### src/rtl/seg_display_mux.sv
// seg_display_mux: time-multiplexed common-anode 7-segment driver with per-frame input snapshot.
// Define SEG_MUX_LZB_EN to enable leading-zero blanking of the snapshot.
module seg_display_mux #(
   parameter int NUM_DIGITS  = 4,
   parameter int REFRESH_DIV = 50000,
   parameter int DEAD_CYCLES = 16
) (
   input  logic                    clkIn,
   input  logic                    rstIn,
   input  logic                    enIn,
   input  logic [4*NUM_DIGITS-1:0] digitsIn,
   input  logic [NUM_DIGITS-1:0]   dpIn,
   input  logic [NUM_DIGITS-1:0]   blankIn,
   output logic [NUM_DIGITS-1:0]   anodeOut,
   output logic [6:0]              segOut,
   output logic                    decimalOut,
   output logic                    frameOut
);

   localparam int CNT_W = (REFRESH_DIV > 1) ? $clog2(REFRESH_DIV) : 1;
   localparam int IDX_W = (NUM_DIGITS > 1) ? $clog2(NUM_DIGITS) : 1;
   localparam logic [CNT_W-1:0] CNT_LAST = CNT_W'(REFRESH_DIV - 1);
   localparam logic [CNT_W-1:0] CNT_DEAD = CNT_W'(DEAD_CYCLES);
   localparam logic [IDX_W-1:0] IDX_LAST = IDX_W'(NUM_DIGITS - 1);

   // Scan position
   logic [CNT_W-1:0] cnt;
   logic [CNT_W-1:0] cntNext;
   logic [IDX_W-1:0] idx;
   logic [IDX_W-1:0] idxNext;

   // Frame snapshot
   logic [4*NUM_DIGITS-1:0] snapDigits;
   logic [NUM_DIGITS-1:0]   snapDp;
   logic [NUM_DIGITS-1:0]   snapBlank;
   logic [NUM_DIGITS-1:0]   lzMask;
   logic                    takeSnap;

   // Current-slot view of the snapshot
   logic [3:0]            curHex;
   logic                  curDp;
   logic                  curBlank;
   logic [NUM_DIGITS-1:0] anodeSel;

   // Next output values
   logic [NUM_DIGITS-1:0] anodeNext;
   logic [6:0]            segNext;
   logic                  dpNext;

   function automatic logic [6:0] hexToSeg(input logic [3:0] hex);
      logic [6:0] seg;
      case (hex)
         4'h0:    seg = 7'h40;
         4'h1:    seg = 7'h79;
         4'h2:    seg = 7'h24;
         4'h3:    seg = 7'h30;
         4'h4:    seg = 7'h19;
         4'h5:    seg = 7'h12;
         4'h6:    seg = 7'h02;
         4'h7:    seg = 7'h78;
         4'h8:    seg = 7'h00;
         4'h9:    seg = 7'h10;
         4'hA:    seg = 7'h08;
         4'hB:    seg = 7'h03;
         4'hC:    seg = 7'h46;
         4'hD:    seg = 7'h21;
         4'hE:    seg = 7'h06;
         default: seg = 7'h0E;
      endcase
      return seg;
   endfunction

   // Next-state logic: slot counter and digit index advance only while enabled
   always_comb begin
      cntNext  = cnt;
      idxNext  = idx;
      takeSnap = 1'b0;
      if (enIn) begin
         if (cnt == CNT_LAST) begin
            cntNext = '0;
            if (idx == IDX_LAST) begin
               idxNext  = '0;
               takeSnap = 1'b1;
            end else begin
               idxNext = idx + 1'b1;
            end
         end else begin
            cntNext = cnt + 1'b1;
         end
      end
   end

`ifdef SEG_MUX_LZB_EN
   logic zeroRun;

   // A digit is suppressed while it and everything above it is a bare zero.
   always_comb begin
      lzMask  = '0;
      zeroRun = 1'b1;
      for (int i = NUM_DIGITS - 1; i >= 1; i--) begin
         zeroRun   = zeroRun & (digitsIn[4*i +: 4] == 4'h0) & ~dpIn[i];
         lzMask[i] = zeroRun;
      end
   end
`else
   assign lzMask = '0;
`endif

   always_comb begin
      curHex   = 4'h0;
      curDp    = 1'b0;
      curBlank = 1'b1;
      anodeSel = '1;
      for (int i = 0; i < NUM_DIGITS; i++) begin
         if (idx == IDX_W'(i)) begin
            curHex      = snapDigits[4*i +: 4];
            curDp       = snapDp[i];
            curBlank    = snapBlank[i];
            anodeSel[i] = 1'b0;
         end
      end
   end

   // Output logic: segments lead the anode through the dead time
   always_comb begin
      anodeNext = '1;
      segNext   = 7'h7F;
      dpNext    = 1'b1;
      if (enIn) begin
         if (cnt >= CNT_DEAD) begin
            anodeNext = anodeSel;
         end
         if (!curBlank) begin
            segNext = hexToSeg(curHex);
            dpNext  = ~curDp;
         end
      end
   end

   always_ff @(posedge clkIn or posedge rstIn) begin
      if (rstIn) begin
         cnt        <= '0;
         idx        <= '0;
         snapDigits <= '0;
         snapDp     <= '0;
         snapBlank  <= '1;
         anodeOut   <= '1;
         segOut     <= 7'h7F;
         decimalOut <= 1'b1;
         frameOut   <= 1'b0;
      end else begin
         cnt        <= cntNext;
         idx        <= idxNext;
         anodeOut   <= anodeNext;
         segOut     <= segNext;
         decimalOut <= dpNext;
         frameOut   <= takeSnap;
         if (takeSnap) begin
            snapDigits <= digitsIn;
            snapDp     <= dpIn;
            snapBlank  <= blankIn | lzMask;
         end
      end
   end

endmodule

### config.mk
export PLATFORM = sky130hd
export DESIGN_NAME = seg_display_mux
export DESIGN_NICKNAME = d
export VERILOG_FILES = /design/src/rtl/seg_display_mux.sv
export SDC_FILE = /design/constraint.sdc
export NUM_CORES = 1
export LEC_CHECK = 0
export ABC_AREA = 1
export CAP_MARGIN = 25
export CORE_MARGIN = 2
export CORE_UTILIZATION = 58
export CTS_BUF_LIST = sky130_fd_sc_hd__clkbuf_8 sky130_fd_sc_hd__clkbuf_16
export DETAILED_ROUTE_END_ITERATION = 8
export PLACE_DENSITY_LB_ADDON = 0.1
export SLEW_MARGIN = 10
export SYNTH_ARGS = -nofsm -noshare
export SYNTH_HDL_FRONTEND = slang
export SYNTH_SLANG_ARGS = --single-unit
### constraint.sdc
create_clock -name clkIn -period 2.9 [get_ports clkIn]
set_input_delay 0.58 -clock clkIn [delete_from_list [all_inputs] [get_ports clkIn]]
set_output_delay 0.58 -clock clkIn [all_outputs]
set_load 0.01 [all_outputs]
Word level (Yosys, flattened, before mapping) --
Memory sizes are Yosys's and may differ from the RTL's. Cells that the tools add are included. Widths: inputs -> output; s select.
Storage, ports and cells: memories 1, latch bits 0, output and inout bits 13, bits of input ports 27, word-level logic and storage cells 47, RAM bits 0, bits in registers 55, memory bits (read-only) 112
Cells by class: $add $sub $neg 2, shift-type cells 0, bitwise gates (word level) 1, reductions and logical operators 2, div/mod/pow operators 0, $lt $le $gt $ge 1, multiply operators 0, eq/ne operators 4, multiplexer cells 27
Memory list:
- (no name shown) | depth 16, bits a word 7, read ports 1, clocked after Yosys merged registers in 0, wr ports 0, line 52 | case (hex)
Operator list (count):
- $mux 4 | 6
- $mux 1 | 17
- $add 16x1->16 const B | 1
- $eq 16x16->1 const B | 1
- $ge 16x5->1 const B | 1
- $mux 16 | 1
- $mux 7 | 2
- $eq 2x2->1 const B | 2
- $add 2x1->2 const B | 1
- $eq 2x1->1 const B | 1
- $logic_not 2->1 | 1
- $mux 2 | 1
- $reduce_and 2->1 | 1
- $not 1->1 | 1

Logic depth before layout (Yosys ltp) --
word-level depth 8, gate-level depth with buffers 13, gate-level depth less buffers 13

Worst setup path after synthesis --
No wires, ideal clock.
path kind register to register, start point register idx[0], end point register segOut[6], clock period less this slack 1.966 ns, path buffers 0, setup slack 0.934 ns, data arrival time 1.882 ns, required time 2.816 ns, setup time 0.084 ns, stages on the path, launching flop included 13, cells stage by stage dfrtp_1 inv_1 ha_1 inv_2 nor2_1 nor2_1 a21boi_1 inv_1 ha_1 nand2_1 nand3_1 nand2_1 nand2_1
Between the ends: word-level cells in the longest chain between the ends 8
RTL lines:
- from (decl) | line 29 | logic [IDX_W-1:0] idx;
- from (signal assigned) | line 153 | idx <= idxNext;
- $logic_not 2->1 | line 115 | if (idx == IDX_W'(i)) begin
- $mux 4 (4 in series) | line 115
- $mem_v2 16x7
- $mux 7 * | line 133 | if (!curBlank) begin
- $mux 7 * | line 129 | if (enIn) begin
- named net segNext[6] | line 47 | logic [6:0] segNext;
- to (signal assigned) | line 155 | segOut <= segNext;
- to (decl) | line 15 | output logic [6:0] segOut,
The timed path passes the listed nets; every way through them passes the cells marked *. A chain may end at the register's enable or synchronous reset.

Worst setup path after layout --
start point register idx[0], end point register segOut[3]
The elaborated chain is that of the path after synthesis.

==> results_dict.tcl <==
set metrics [dict create \
    end_kind "register" \
    reg2reg_depth 12 \
    via_per_inst 5.07 \
    cts_tree "done" \
    synth.distinct_cells 34 \
    rsz0062_at_grt "false" \
    io-pin-count 40 \
    routed_wl_um 5390 \
    core_mm2 0.00469 \
    postRouteAntennaNets 0 \
    n_antenna_cell 0 \
    synth-edff-count 0 \
    grt_max_degree 28 \
    fill_cells 390 \
    wire_per_inst_um 12.1 \
    die-height_um 73.4 \
    power_density_mw_per_mm2 490 \
    min_from "snapDp[3]$_DFFE_PP0P_" \
    finalCritPeriodShare 0.799 \
    drt_iter0_markers 132 \
    vdd_drop_max_uv 409 \
    first_pass_iters 4 \
    hpwl_um 4050 \
    synth.top_cells.by_area "dfrtp_1 35%, nand2_1 17%, dfstp_2 15%" \
    ys_ff_latch 55 \
    worst-setup-path-type "register to register" \
    path_cells "inv_1, ha_1, inv_2, nor2_1, nor2_1, a21boi_1, inv_1, ha_1, nand2_1, nand2_1, nand2_1, nand3_1" \
    crit_slowest_cell "dfrtp_1" \
    htree_levels 2 \
    setup_ws_ns 0.583 \
    synth_ff_type "dfrtp_1" \
    avgSynthCellArea_um2 8.08 \
    setup_viol 0 \
    path_max_fanout 7 \
    worstPathArrival_ns 2.54 \
    worstHoldEndpoint "decimalOut$_DFF_PP1_" \
    syn-cell-area_mm2 0.00280 \
    die_area_mm2 0.00539 \
    routed-via-count 2251 \
    leakage_nw 1.67 \
    synth_warnings 0 \
    cts_buffers 5 \
    regArea_mm2 0.00140 \
    netlist_instances 346 \
    r2r-end "segOut[3]$_DFF_PP1_" \
    die_w_um 73.4 \
    critPathTopFamily "adder cells" \
    track_usage 0.215 \
    fin_util 0.715 \
    drc 0 \
    tns_ns 0 \
    clock_path_buffers 2 \
    gp_congestion 0.900 \
    path_clk_slew_ns 0.09 \
    start_util 0.596 \
    yosysTopAreaCellShare 0.349 \
    crit_path_max_incr_delay_ns 0.41 \
    synth_top_area_cell "dfrtp_1" \
    worstHoldPathType "register to register" \
    start_kind "register" \
    io_buffers 39 \
    drive_above_1_share 0.108 \
    crit_path_frequent_cell "nand2_1" \
    areaGrowthSynthToFinish_pct 20.0 \
    period_needed_ns 2.32 \
    cts-hold-fix-buffers 0 \
    tightest_slew_ns 0.547 \
    slew_violations 0 \
    grt_pass1_wl_um 8970 \
    post_cts_resized 0 \
    async_reset_ff_frac 1.00 \
    r2r_slack_ns 0.58 \
    required_ns 3.12 \
    synth_common_cells "129 x nand2_1, 39 x dfrtp_1, 31 x nor2_1" \
    core.rowCount 25 \
    status "completed" \
    hold_depth 1 \
    grt_pass1_vias 2069 \
    finClkSkew_ns 0.0102 \
    r2r-start "idx[0]$_DFFE_PP0P_" \
    overflow 0 \
    antenna_found_initial 0 \
    yosysMostFrequentCell "nand2_1" \
    cts.sinks 55 \
    post_dp_cell_area_mm2 0.00324 \
    finalNetCount 428 \
    path_buf_inv 3 \
    cts_setup_buffers 0 \
    multi_input_area_mm2 0.00123 \
    drv_cap 0 \
    hold_viol 0 \
    maxSlewHeadroom 0.635 \
    yosysSeqAreaShare 0.500 \
    syn-num-nets 385 \
    cts-root-buf "clkbuf_8" \
    place_ws_ns 0.624 \
    fin_area_mm2 0.00335 \
    clkLatencyLatePin_ns 0.31 \
    max_freq_mhz 432 \
]
sequential cells by signal (all words and copies together) (netlist names):
name,flops
decimalOut,1
frameOut,1
segOut,7
snapBlank,4
snapDp,4
cnt,16
snapDigits,16
idx,2
anodeOut,4
power breakdown:
part           switching, W  internal [W]  leakage [nW]
logic              0.000128      0.000114         0.941
registers         0.0000551      0.000825         0.670
clock network      0.000242      0.000280        0.0612
total              0.000424       0.00122          1.67
layout by cell type, fill, tap and decap left out:
cell and count:
o21a_1 1, inv_1 23, buf_4 4, o21ai_1 2
nor2_4 1, nand3_1 28, nor3_2 1, inv_2 6
a41oi_1 1, a21oi_2 1, a21boi_1 1, a31oi_1 1
dfstp_2 16, clkdlybuf4s50_1 39, a211oi_1 1, nor2_2 1
clkinv_1 1, nor3_1 6, dfrtp_1 39, nor4_1 1
nand2_1 129, xnor2_1 3, nand2_2 2, a21boi_2 1
clkinv_2 1, ha_1 12, clkbuf_8 6, nor2_1 31
xor2_1 4, o21ai_0 6, o22ai_1 1, bufinv_16 1
o211ai_1 1, a21oi_1 13, nand4_1 3, or2_1 1
clkinv_4 1
worst max-delay path by stage:
stage	to	start	depth (start not counted)	slack, ns
2_1_floorplan	segOut[6]$_DFF_PP1_	idx[0]$_DFFE_PP0P_	12	0.93
3_3_place_gp	cnt[9]$_DFFE_PP0P_	enIn	6	0.70
3_5_place_dp	segOut[6]$_DFF_PP1_	idx[0]$_DFFE_PP0P_	12	0.62
4_1_cts	segOut[6]$_DFF_PP1_	idx[0]$_DFFE_PP0P_	12	0.59
5_1_grt	segOut[3]$_DFF_PP1_	idx[0]$_DFFE_PP0P_	12	0.34
6_report	segOut[3]$_DFF_PP1_	idx[0]$_DFFE_PP0P_	12	0.58
metrics by stage:
stage / total power (W) / std cells / hold slack, ns
after detailed placement: 0.00114 / 436 / 0.441
after global routing: 0.00172 / 444 / 0.483
after global placement: 0.00113 / 436 / 0.460
final: 0.00164 / 444 / 0.455
after CTS: 0.00166 / 444 / 0.455
after floorplan: 0.00105 / 346 / 0.422
per-layer routing:
metal	part of all wire	up-vias	global-route usage
li1	-	1175	-
met1	0.47	1022	0.282
met2	0.49	52	0.370
met3	0.040	2	0.0412
met4	0.0035	0	0.0485
met5	0	-	0
worst reg2reg max path, delay by kind of cell, from the launching register on:
| kind | cells | cell delay, ns |
|---|---|---|
| adders and majority gates | 2 | 0.57 |
| and+or+nand+nor | 6 | 0.45 |
| buffers and inverters | 3 | 0.41 |
| DFF | 1 | 0.41 |
| AOI/OAI and AO/OA | 1 | 0.41 |
final cells by class:
cell class,instances,area share
well taps,54,0.0201
multi-input cells,253,0.367
inverters,31,0.0362
clock inverters,2,0.0104
repair buffers,43,0.125
flip-flops and latches,55,0.416
clock buffers,6,0.0246
cell families (layout without fill, tap and decap cells):
logic type,Yosys count,in the layout,share of synthesized area
AND/OR/NAND/NOR,204,204,0.301
buffers and inverters,38,82,0.0604
flip-flops,55,55,0.500
AO/OA/AOI/OAI,30,30,0.0631
adder cells (fa/ha/maj),12,12,0.0537
XOR/XNOR,7,7,0.0219
Note: power is estimated with default switching activity, not from simulation.
